<file path="config.mk">
export PLATFORM = sky130hd
export DESIGN_NAME = vs_codec_responder
export DESIGN_NICKNAME = d
export VERILOG_FILES = /design/src/rtl/vs_codec_pkg.sv /design/src/rtl/sdi_byte_fifo.sv /design/src/rtl/vs_codec_responder.sv
export SDC_FILE = /design/constraint.sdc
export NUM_CORES = 1
export LEC_CHECK = 0
export CAP_MARGIN = 20
export CORE_MARGIN = 4
export CORE_UTILIZATION = 45
export DETAILED_ROUTE_END_ITERATION = 6
export GPL_TIMING_DRIVEN = 1
export SYNTH_ARGS = -nofsm -noshare
export SYNTH_HDL_FRONTEND = slang
export SYNTH_HIERARCHICAL = 1
export SYNTH_SLANG_ARGS = --single-unit
export TNS_END_PERCENT = 1
</file>
<file path="constraint.sdc">
create_clock -name clk -period 3.3 [get_ports clk]
set_input_delay 0.66 -clock clk [delete_from_list [all_inputs] [get_ports clk]]
set_output_delay 0.66 -clock clk [all_outputs]
set_load 0.02 [all_outputs]
</file>
<file path="src/rtl/vs_codec_pkg.sv">
// Shared opcodes, register map constants and FSM encodings for the VS10xx-style codec responder.
package vs_codec_pkg;

    localparam logic [7:0] SCI_OP_WRITE  = 8'h02;
    localparam logic [7:0] SCI_OP_READ   = 8'h03;
    localparam logic [3:0] REG_MODE      = 4'h0;
    localparam int         MODE_SM_RESET = 2;

    typedef enum logic [2:0] {
        SCI_IDLE,
        SCI_HDR,
        SCI_WDATA,
        SCI_RDATA,
        SCI_SKIP
    } sci_state_e;

    typedef enum logic [1:0] {
        RST_HARD,
        RST_WAIT,
        RUN
    } rst_state_e;

    // Only addresses 0..15 map onto the register file.
    function automatic logic sci_addr_ok(input logic [7:0] addr);
        return addr[7:4] == 4'h0;
    endfunction

endpackage

</file>
<file path="src/rtl/sdi_byte_fifo.sv">
// Byte FIFO for the SDI stream with occupancy count and synchronous flush.
module sdi_byte_fifo #(
    parameter int DEPTH = 64
) (
    input  logic                     clk,
    input  logic                     rst,
    input  logic                     flush_i,
    input  logic                     push_i,
    input  logic [7:0]               data_i,
    input  logic                     pop_i,
    output logic [7:0]               data_o,
    output logic                     valid_o,
    output logic                     full_o,
    output logic [$clog2(DEPTH):0]   count_o
);

    localparam int AW = $clog2(DEPTH);
    localparam int CW = AW + 1;

    logic [7:0]    mem_q [DEPTH];
    logic [AW-1:0] wr_ptr_q;
    logic [AW-1:0] rd_ptr_q;
    logic [CW-1:0] count_q;
    logic          do_push;
    logic          do_pop;

    assign valid_o = count_q != '0;
    assign full_o  = count_q == CW'(DEPTH);
    // A pop on a full FIFO frees the slot the concurrent push lands in.
    assign do_pop  = pop_i && valid_o;
    assign do_push = push_i && (!full_o || do_pop);
    assign data_o  = mem_q[rd_ptr_q];
    assign count_o = count_q;

    always_ff @(posedge clk) begin
        if (do_push && !flush_i) begin
            mem_q[wr_ptr_q] <= data_i;
        end
    end

    always_ff @(posedge clk) begin
        if (!rst || flush_i) begin
            wr_ptr_q <= '0;
            rd_ptr_q <= '0;
            count_q  <= '0;
        end else begin
            if (do_push) begin
                wr_ptr_q <= wr_ptr_q + AW'(1);
            end
            if (do_pop) begin
                rd_ptr_q <= rd_ptr_q + AW'(1);
            end
            case ({do_push, do_pop})
                2'b10:   count_q <= count_q + CW'(1);
                2'b01:   count_q <= count_q - CW'(1);
                default: count_q <= count_q;
            endcase
        end
    end

endmodule

</file>
<file path="src/rtl/vs_codec_responder.sv">
// Codec-side SCI/SDI responder: register file over SCI, byte FIFO over SDI, DREQ and reset sequencing.
// rst FSM   | meaning                      sci FSM   | meaning
// RST_HARD  | XRESET low, all state held   SCI_IDLE  | XCS high or not running
// RST_WAIT  | post-reset DREQ hold-off     SCI_HDR   | collecting opcode+address
// RUN       | serial traffic accepted      SCI_WDATA | collecting write data
//                                          SCI_RDATA | shifting read data on SO
//                                          SCI_SKIP  | frame done/unknown, wait XCS
module vs_codec_responder
    import vs_codec_pkg::*;
#(
    parameter int          FIFO_DEPTH   = 64,
    parameter int          DREQ_FREE    = 32,
    parameter int          HRST_CYCLES  = 1000,
    parameter int          SRST_CYCLES  = 200,
    parameter logic [15:0] MODE_DEFAULT = 16'h0800
) (
    input  logic        clk,
    input  logic        rst,
    input  logic        SCK,
    input  logic        SI,
    input  logic        XCS,
    input  logic        XDCS,
    input  logic        XRESET,
    output logic        SO,
    output logic        DREQ,
    output logic [7:0]  sdi_data,
    output logic        sdi_valid,
    input  logic        sdi_ready,
    output logic        reg_wr,
    output logic [3:0]  reg_addr,
    output logic [15:0] reg_wdata,
    output logic        overflow
);

    localparam int RST_MAX   = (HRST_CYCLES > SRST_CYCLES) ? HRST_CYCLES : SRST_CYCLES;
    localparam int RST_CNT_W = $clog2(RST_MAX + 1);
    localparam int CW        = $clog2(FIFO_DEPTH) + 1;
    localparam logic [4:0] SYNC_RST = 5'b11100;

    // Synchronizers: {XRESET, XDCS, XCS, SI, SCK}
    logic [4:0] meta_q, sync_q;
    logic       sck_prev_q;
    logic       sck_s, si_s, xcs_s, xdcs_s, xreset_s;
    logic       sck_rise, sck_fall;

    always_ff @(posedge clk) begin
        if (!rst) begin
            meta_q     <= SYNC_RST;
            sync_q     <= SYNC_RST;
            sck_prev_q <= 1'b0;
        end else begin
            meta_q     <= {XRESET, XDCS, XCS, SI, SCK};
            sync_q     <= meta_q;
            sck_prev_q <= sync_q[0];
        end
    end

    assign {xreset_s, xdcs_s, xcs_s, si_s, sck_s} = sync_q;
    assign sck_rise = sck_s && !sck_prev_q;
    assign sck_fall = !sck_s && sck_prev_q;

    rst_state_e           rst_state_q, rst_state_d;
    logic [RST_CNT_W-1:0] rst_cnt_q, rst_cnt_d;
    logic                 run;
    logic                 hard_clr;
    logic                 soft_rst;

    sci_state_e  sci_state_q, sci_state_d;
    logic [3:0]  sci_cnt_q, sci_cnt_d;
    logic [14:0] hdr_q, hdr_d;
    logic [7:0]  addr_q, addr_d;
    logic [14:0] wdata_q, wdata_d;
    logic [15:0] rd_sh_q, rd_sh_d;
    logic        so_q, so_d;
    logic        reg_wr_q, reg_wr_d;
    logic [3:0]  reg_addr_q, reg_addr_d;
    logic [15:0] reg_wdata_q, reg_wdata_d;
    logic [15:0] hdr_nxt, data_nxt;
    logic        reg_we;
    logic [15:0] reg_we_data;
    logic [15:0] regs_q [16];

    logic [2:0]  sdi_cnt_q, sdi_cnt_d;
    logic [6:0]  sdi_sh_q, sdi_sh_d;
    logic [7:0]  sdi_byte;
    logic        fifo_push;
    logic        fifo_pop;
    logic        fifo_full;
    logic        fifo_flush;
    logic [CW-1:0] fifo_count;
    logic [CW-1:0] fifo_free;
    logic        overflow_q;
    logic        dreq_q;

    assign run      = rst_state_q == RUN;
    assign hard_clr = rst_state_q == RST_HARD;

    always_comb begin
        rst_state_d = rst_state_q;
        rst_cnt_d   = rst_cnt_q;
        if (!xreset_s) begin
            rst_state_d = RST_HARD;
        end else begin
            case (rst_state_q)
                RST_HARD: begin
                    rst_state_d = RST_WAIT;
                    rst_cnt_d   = RST_CNT_W'(HRST_CYCLES);
                end
                RST_WAIT: begin
                    if (rst_cnt_q == '0) begin
                        rst_state_d = RUN;
                    end else begin
                        rst_cnt_d = rst_cnt_q - RST_CNT_W'(1);
                    end
                end
                RUN: begin
                    if (soft_rst) begin
                        rst_state_d = RST_WAIT;
                        rst_cnt_d   = RST_CNT_W'(SRST_CYCLES);
                    end
                end
                default: rst_state_d = RST_HARD;
            endcase
        end
    end

    assign hdr_nxt  = {hdr_q, si_s};
    assign data_nxt = {wdata_q, si_s};

    always_comb begin
        sci_state_d = sci_state_q;
        sci_cnt_d   = sci_cnt_q;
        hdr_d       = hdr_q;
        addr_d      = addr_q;
        wdata_d     = wdata_q;
        rd_sh_d     = rd_sh_q;
        so_d        = 1'b0;
        reg_wr_d    = 1'b0;
        reg_addr_d  = reg_addr_q;
        reg_wdata_d = reg_wdata_q;
        reg_we      = 1'b0;
        reg_we_data = data_nxt;
        soft_rst    = 1'b0;
        if (!run || xcs_s) begin
            sci_state_d = SCI_IDLE;
            sci_cnt_d   = '0;
        end else begin
            case (sci_state_q)
                SCI_IDLE: begin
                    sci_state_d = SCI_HDR;
                    sci_cnt_d   = '0;
                end
                SCI_HDR: begin
                    if (sck_rise) begin
                        hdr_d     = hdr_nxt[14:0];
                        sci_cnt_d = sci_cnt_q + 4'd1;
                        if (sci_cnt_q == 4'd15) begin
                            addr_d = hdr_nxt[7:0];
                            if (hdr_nxt[15:8] == SCI_OP_WRITE) begin
                                sci_state_d = SCI_WDATA;
                            end else if (hdr_nxt[15:8] == SCI_OP_READ) begin
                                sci_state_d = SCI_RDATA;
                                rd_sh_d     = sci_addr_ok(hdr_nxt[7:0]) ? regs_q[hdr_nxt[3:0]] : 16'h0000;
                            end else begin
                                sci_state_d = SCI_SKIP;
                            end
                        end
                    end
                end
                SCI_WDATA: begin
                    if (sck_rise) begin
                        wdata_d   = data_nxt[14:0];
                        sci_cnt_d = sci_cnt_q + 4'd1;
                        if (sci_cnt_q == 4'd15) begin
                            sci_state_d = SCI_SKIP;
                            if (sci_addr_ok(addr_q)) begin
                                // SM_RESET is self-clearing: it never reads back as set.
                                if (addr_q[3:0] == REG_MODE && data_nxt[MODE_SM_RESET]) begin
                                    soft_rst                 = 1'b1;
                                    reg_we_data[MODE_SM_RESET] = 1'b0;
                                end
                                reg_we      = 1'b1;
                                reg_wr_d    = 1'b1;
                                reg_addr_d  = addr_q[3:0];
                                reg_wdata_d = reg_we_data;
                            end
                        end
                    end
                end
                SCI_RDATA: begin
                    so_d = so_q;
                    if (sck_fall) begin
                        so_d    = rd_sh_q[15];
                        rd_sh_d = {rd_sh_q[14:0], 1'b0};
                    end
                    if (sck_rise) begin
                        sci_cnt_d = sci_cnt_q + 4'd1;
                        if (sci_cnt_q == 4'd15) begin
                            sci_state_d = SCI_SKIP;
                            so_d        = 1'b0;
                        end
                    end
                end
                SCI_SKIP: sci_state_d = SCI_SKIP;
                default:  sci_state_d = SCI_IDLE;
            endcase
        end
    end

    // SCI owns the bus whenever XCS is low, even if XDCS is also asserted.
    assign sdi_byte = {sdi_sh_q, si_s};

    always_comb begin
        sdi_cnt_d = sdi_cnt_q;
        sdi_sh_d  = sdi_sh_q;
        fifo_push = 1'b0;
        if (!run || xdcs_s) begin
            sdi_cnt_d = '0;
        end else if (xcs_s && sck_rise) begin
            sdi_sh_d  = sdi_byte[6:0];
            sdi_cnt_d = sdi_cnt_q + 3'd1;
            if (sdi_cnt_q == 3'd7) begin
                fifo_push = 1'b1;
            end
        end
    end

    assign fifo_pop   = sdi_valid && sdi_ready;
    assign fifo_flush = hard_clr || soft_rst;
    assign fifo_free  = CW'(FIFO_DEPTH) - fifo_count;

    sdi_byte_fifo #(
        .DEPTH (FIFO_DEPTH)
    ) u_fifo (
        .clk     (clk),
        .rst     (rst),
        .flush_i (fifo_flush),
        .push_i  (fifo_push),
        .data_i  (sdi_byte),
        .pop_i   (fifo_pop),
        .data_o  (sdi_data),
        .valid_o (sdi_valid),
        .full_o  (fifo_full),
        .count_o (fifo_count)
    );

    always_ff @(posedge clk) begin
        if (!rst) begin
            rst_state_q <= RST_WAIT;
            rst_cnt_q   <= RST_CNT_W'(HRST_CYCLES);
            sci_state_q <= SCI_IDLE;
            sci_cnt_q   <= '0;
            hdr_q       <= '0;
            addr_q      <= '0;
            wdata_q     <= '0;
            rd_sh_q     <= '0;
            so_q        <= 1'b0;
            reg_wr_q    <= 1'b0;
            reg_addr_q  <= '0;
            reg_wdata_q <= '0;
            sdi_cnt_q   <= '0;
            sdi_sh_q    <= '0;
            overflow_q  <= 1'b0;
            dreq_q      <= 1'b0;
        end else begin
            rst_state_q <= rst_state_d;
            rst_cnt_q   <= rst_cnt_d;
            sci_state_q <= sci_state_d;
            sci_cnt_q   <= sci_cnt_d;
            hdr_q       <= hdr_d;
            addr_q      <= addr_d;
            wdata_q     <= wdata_d;
            rd_sh_q     <= rd_sh_d;
            so_q        <= so_d;
            reg_wr_q    <= reg_wr_d;
            reg_addr_q  <= reg_addr_d;
            reg_wdata_q <= reg_wdata_d;
            sdi_cnt_q   <= sdi_cnt_d;
            sdi_sh_q    <= sdi_sh_d;
            if (fifo_flush) begin
                overflow_q <= 1'b0;
            end else if (fifo_push && fifo_full && !fifo_pop) begin
                overflow_q <= 1'b1;
            end
            dreq_q <= run && (fifo_free >= CW'(DREQ_FREE));
        end
    end

    always_ff @(posedge clk) begin
        if (!rst || hard_clr) begin
            for (int i = 0; i < 16; i++) begin
                regs_q[i] <= (i == 0) ? MODE_DEFAULT : 16'h0000;
            end
        end else if (reg_we) begin
            regs_q[addr_q[3:0]] <= reg_we_data;
        end
    end

    assign SO        = so_q;
    assign DREQ      = dreq_q;
    assign reg_wr    = reg_wr_q;
    assign reg_addr  = reg_addr_q;
    assign reg_wdata = reg_wdata_q;
    assign overflow  = overflow_q;

endmodule

</file>
==> flow_summary_export.csv <==
group,metric,value,unit
power,seq_power_share,54.1,%
sta,finalSetupViolCount,8,
detailed_routing,drt-initial-drc-count,2027,
setup_path,r2r-start,"sync_q[0]",
floorplan,row_count,106,
logic_synthesis,synth-xor-area-share,0.324,%
sta,fin_ws,-267,ps
logic_synthesis,synthCells,2357,
global_routing,grt.overflow.total,0,
sta,min_period,3570,ps
logic_synthesis,synth_top_family_by_area,"multiplexers",
logic_synthesis,synth_common_cells,"edfxtp_1 (768), mux4_2 (192), and3_1 (182)",
layout,drive_gt1_share,25.0,%
sta,hold_viol,0,
logic_synthesis,synth_area_leader_cell,"edfxtp_1",
setup_path,r2r_slack,290,ps
floorplan,die_w,298,um
logic_synthesis,synth_edf_count,768,
sta,clock_skew,30.1,ps
layout,area_growth,16.1,%
logic_synthesis,synth.top_cells.by_area,"edfxtp_1 (61%), mux4_2 (11%), dfxtp_1 (7.6%)",
clock_network,ctsHoldBuffers,0,
setup_path,start_kind,"register",
sta,rsz0062_at_grt,"yes",
run,maxCapViolCount,0,
sta,slew_headroom,39.2,%
setup_path,cp_data_arrival_time,2910,ps
logic_synthesis,synth_most_common_cell,"edfxtp_1",
clock_network,clock_latency,640,ps
power,p_switching,4.81,mW
setup_path,rr_endpoint,"u_fifo/count_o[6]",
placement,numPlacedInstances,3505,
setup_path,end_kind,"primary output",
setup_path,ff2ff_path_depth,13,
outcome,failed_checks,"negative setup slack",
layout,final_nets,2556,
layout,seqCellArea,26000,sq um
setup_path,required,2640,ps
clock_network,cts_tree,"done",
outcome,status,"complete, but fails checks",
logic_synthesis,synth_top_area_share,61.0,%
power,leakage,15.4,nW
sta,drv_slew,0,
logic_synthesis,avgSynthCellArea,16.0,sq um
setup_path,crit_end,"sdi_data[6]",
detailed_routing,vias,21375,
sta,max_freq,0.280,GHz
layout,fillers,6690,
clock_network,cts_sinks,911,
floorplan,die_h,298,um
global_routing,grt_antenna_before_repair,0,
layout,final_cell_area,43900,sq um
hold_path,whs_path_depth,2,
logic_synthesis,syn_area,37800,sq um
logic_synthesis,synth_nets,2382,
hold_path,hp-class,"input pin to register",
global_routing,grt_pass1_vias,22273,
power,power.density,536,nW/um^2
detailed_routing,wl,92.1,mm
logic_synthesis,synth-compound-area-share,4.22,%
detailed_routing,route.antenna.remaining_nets,0,
clock_network,numCtsBuffers,95,
logic_synthesis,postSynth.asyncResetShare,0,%
detailed_routing,viasPerCell,5.80,
setup_path,worstSetupPathType,"register to primary output",
global_routing,grt_start_max_net_pins,71,
detailed_routing,drcViolationCount,0,
floorplan,start_util,45.3,%
layout,antenna_cells,0,
floorplan,ios,41,
logic_synthesis,ys_seq_area_share,68.6,%
placement,dp_slack,-223,ps
logic_synthesis,ys_ff_latch,911,
power,power.internal,18.7,mW
logic_synthesis,synthFlopType,"edfxtp_1",
placement,io_buffers,40,
layout,multiInputGateArea,11200,sq um
clock_network,cts_root_buf,"clkbuf_16",
power,p_clk_share,43.3,%
floorplan,core_area,83400,sq um
detailed_routing,drtPass1Iterations,6,
layout,final_cells,3688,
clock_network,ctsHtreeMaxLevel,3,
power,combPwrFrac,2.6,%
sta,fin_crit_sh,108,%
power,p_sw_share,20.5,%
setup_path,critPathMaxFanout,5,
detailed_routing,wire_per_inst,25.0,um
power,irDropWorstVdd,0.000411,V
clock_network,clk_pin_slew,60,ps
logic_synthesis,yosysUniqueCellTypes,78,
placement,place_congestion,0.822,
sta,worstMarginPinSlew,909,ps
logic_synthesis,synth_warnings,6,
global_routing,grt_use_total,20.7,%
global_routing,grt_pass1_wl,140,mm
logic_synthesis,synth-simple-area-share,10.0,%
placement,place_hpwl,57.3,mm
placement,dpl-instance-area,40500,sq um
logic_synthesis,synthAdderAreaFrac,0.582,%
clock_network,clockBufferDepth,3,
logic_synthesis,synth_mux_area_share,13.8,%
floorplan,fp.dieArea,88700,sq um
layout by cell type, fill, tap and decap left out, types with 22 or more instances in the layout:
cell / n
nor2_1: 101
clkdlybuf4s50_1: 31
a22oi_1: 33
and3_1: 182
inv_1: 22
edfxtp_1: 768
nand2_1: 89
nor2b_1: 65
buf_4: 203
mux2i_1: 82
o21ai_0: 25
dfxtp_1: 129
clkbuf_16: 96
nor3_1: 57
mux4_2: 192
a31oi_1: 25
a21oi_1: 50
and2_1: 86
clkinv_2: 22
power groups by stage:
stage / Combinational [mW] / Sequential, mW / Clock [mW]
floorplan: 0.369 / 13.0 / 0
CTS: 0.614 / 12.7 / 10.4
detailed placement: 0.613 / 13.0 / 0
global route: 0.655 / 12.8 / 10.9
finish: 0.614 / 12.7 / 10.2
global placement: 0.600 / 13.0 / 0
routing by layer:
layer	track usage (%)	routed length [um]
met1	27.6	38300
met4	5.99	2390
met3	2.45	4470
met5	0	0
met2	36.1	46900
cell families (layout without fill, tap and decap cells):
family | after synthesis | in the layout
adders and majority gates | 17 | 17
muxes | 281 | 281
and+or+nand+nor | 679 | 679
buffers and inverters | 209 | 460
other | 1 | 1
AOI/OAI and AO/OA | 245 | 245
DFF | 911 | 911
xor gates and xnor gates | 14 | 14
through the flow:
step	util [%]	power [mW]	setup TNS [ps]	hold slack (ps)
after floorplan	-	13.3	-15040	386
after global placement	48.6	13.6	-1110	396
after detailed placement	48.6	13.6	-1310	401
after CTS	52.5	23.8	-2180	274
after global routing	52.6	24.3	-2640	296
final	52.6	23.5	-1680	316
cell type report:
class / instances / share of cell area (%)
Sequential cell: 911 / 59.1
Multi-Input combinational cell: 1237 / 25.6
Clock buffer: 123 / 5.84
Timing Repair Buffer: 263 / 5.26
Tap cell: 1080 / 3.08
Clock inverter: 51 / 0.920
Inverter: 23 / 0.197
how the worst min path moves through the flow:
stage,startpoint,to
6_report,rst,hdr_q[2]
2_1_floorplan,meta_q[2],sync_q[2]
3_3_place_gp,meta_q[3],sync_q[3]
3_5_place_dp,meta_q[3],sync_q[3]
4_1_cts,rst,hdr_q[2]
5_1_grt,rst,hdr_q[2]
critical path, stage by stage (launching register included):
cell and delay (ps):
dfxtp_4 410, buf_6 130, buf_4 100, buf_4 100, mux4_2 550, a2111oi_4 400, nor3_2 110, a22oi_2 180
a311oi_2 80, buf_4 200
what timing repair did:
action / CTS / global route
endpoints found under the hold margin: 0 / 0
setup buffers: 7 / 1
gates resized for setup: 94 / 5
endpoints found under the setup margin: 8 / 8
pin swaps: 15 / 8
cloned: 1 / 0
flip-flops by register name (all words and copies together) (netlist names), 7 cells and up, named ones only:
signal and flops:
wdata_q 15, regs_q 256, addr_q 8, rst_cnt_q 10, u_fifo/count_o 7, u_fifo/mem_q 512, sdi_sh_q 7, hdr_q 15
reg_wdata 16, rd_sh_q 16
Note: power is estimated with default switching activity, not from simulation.
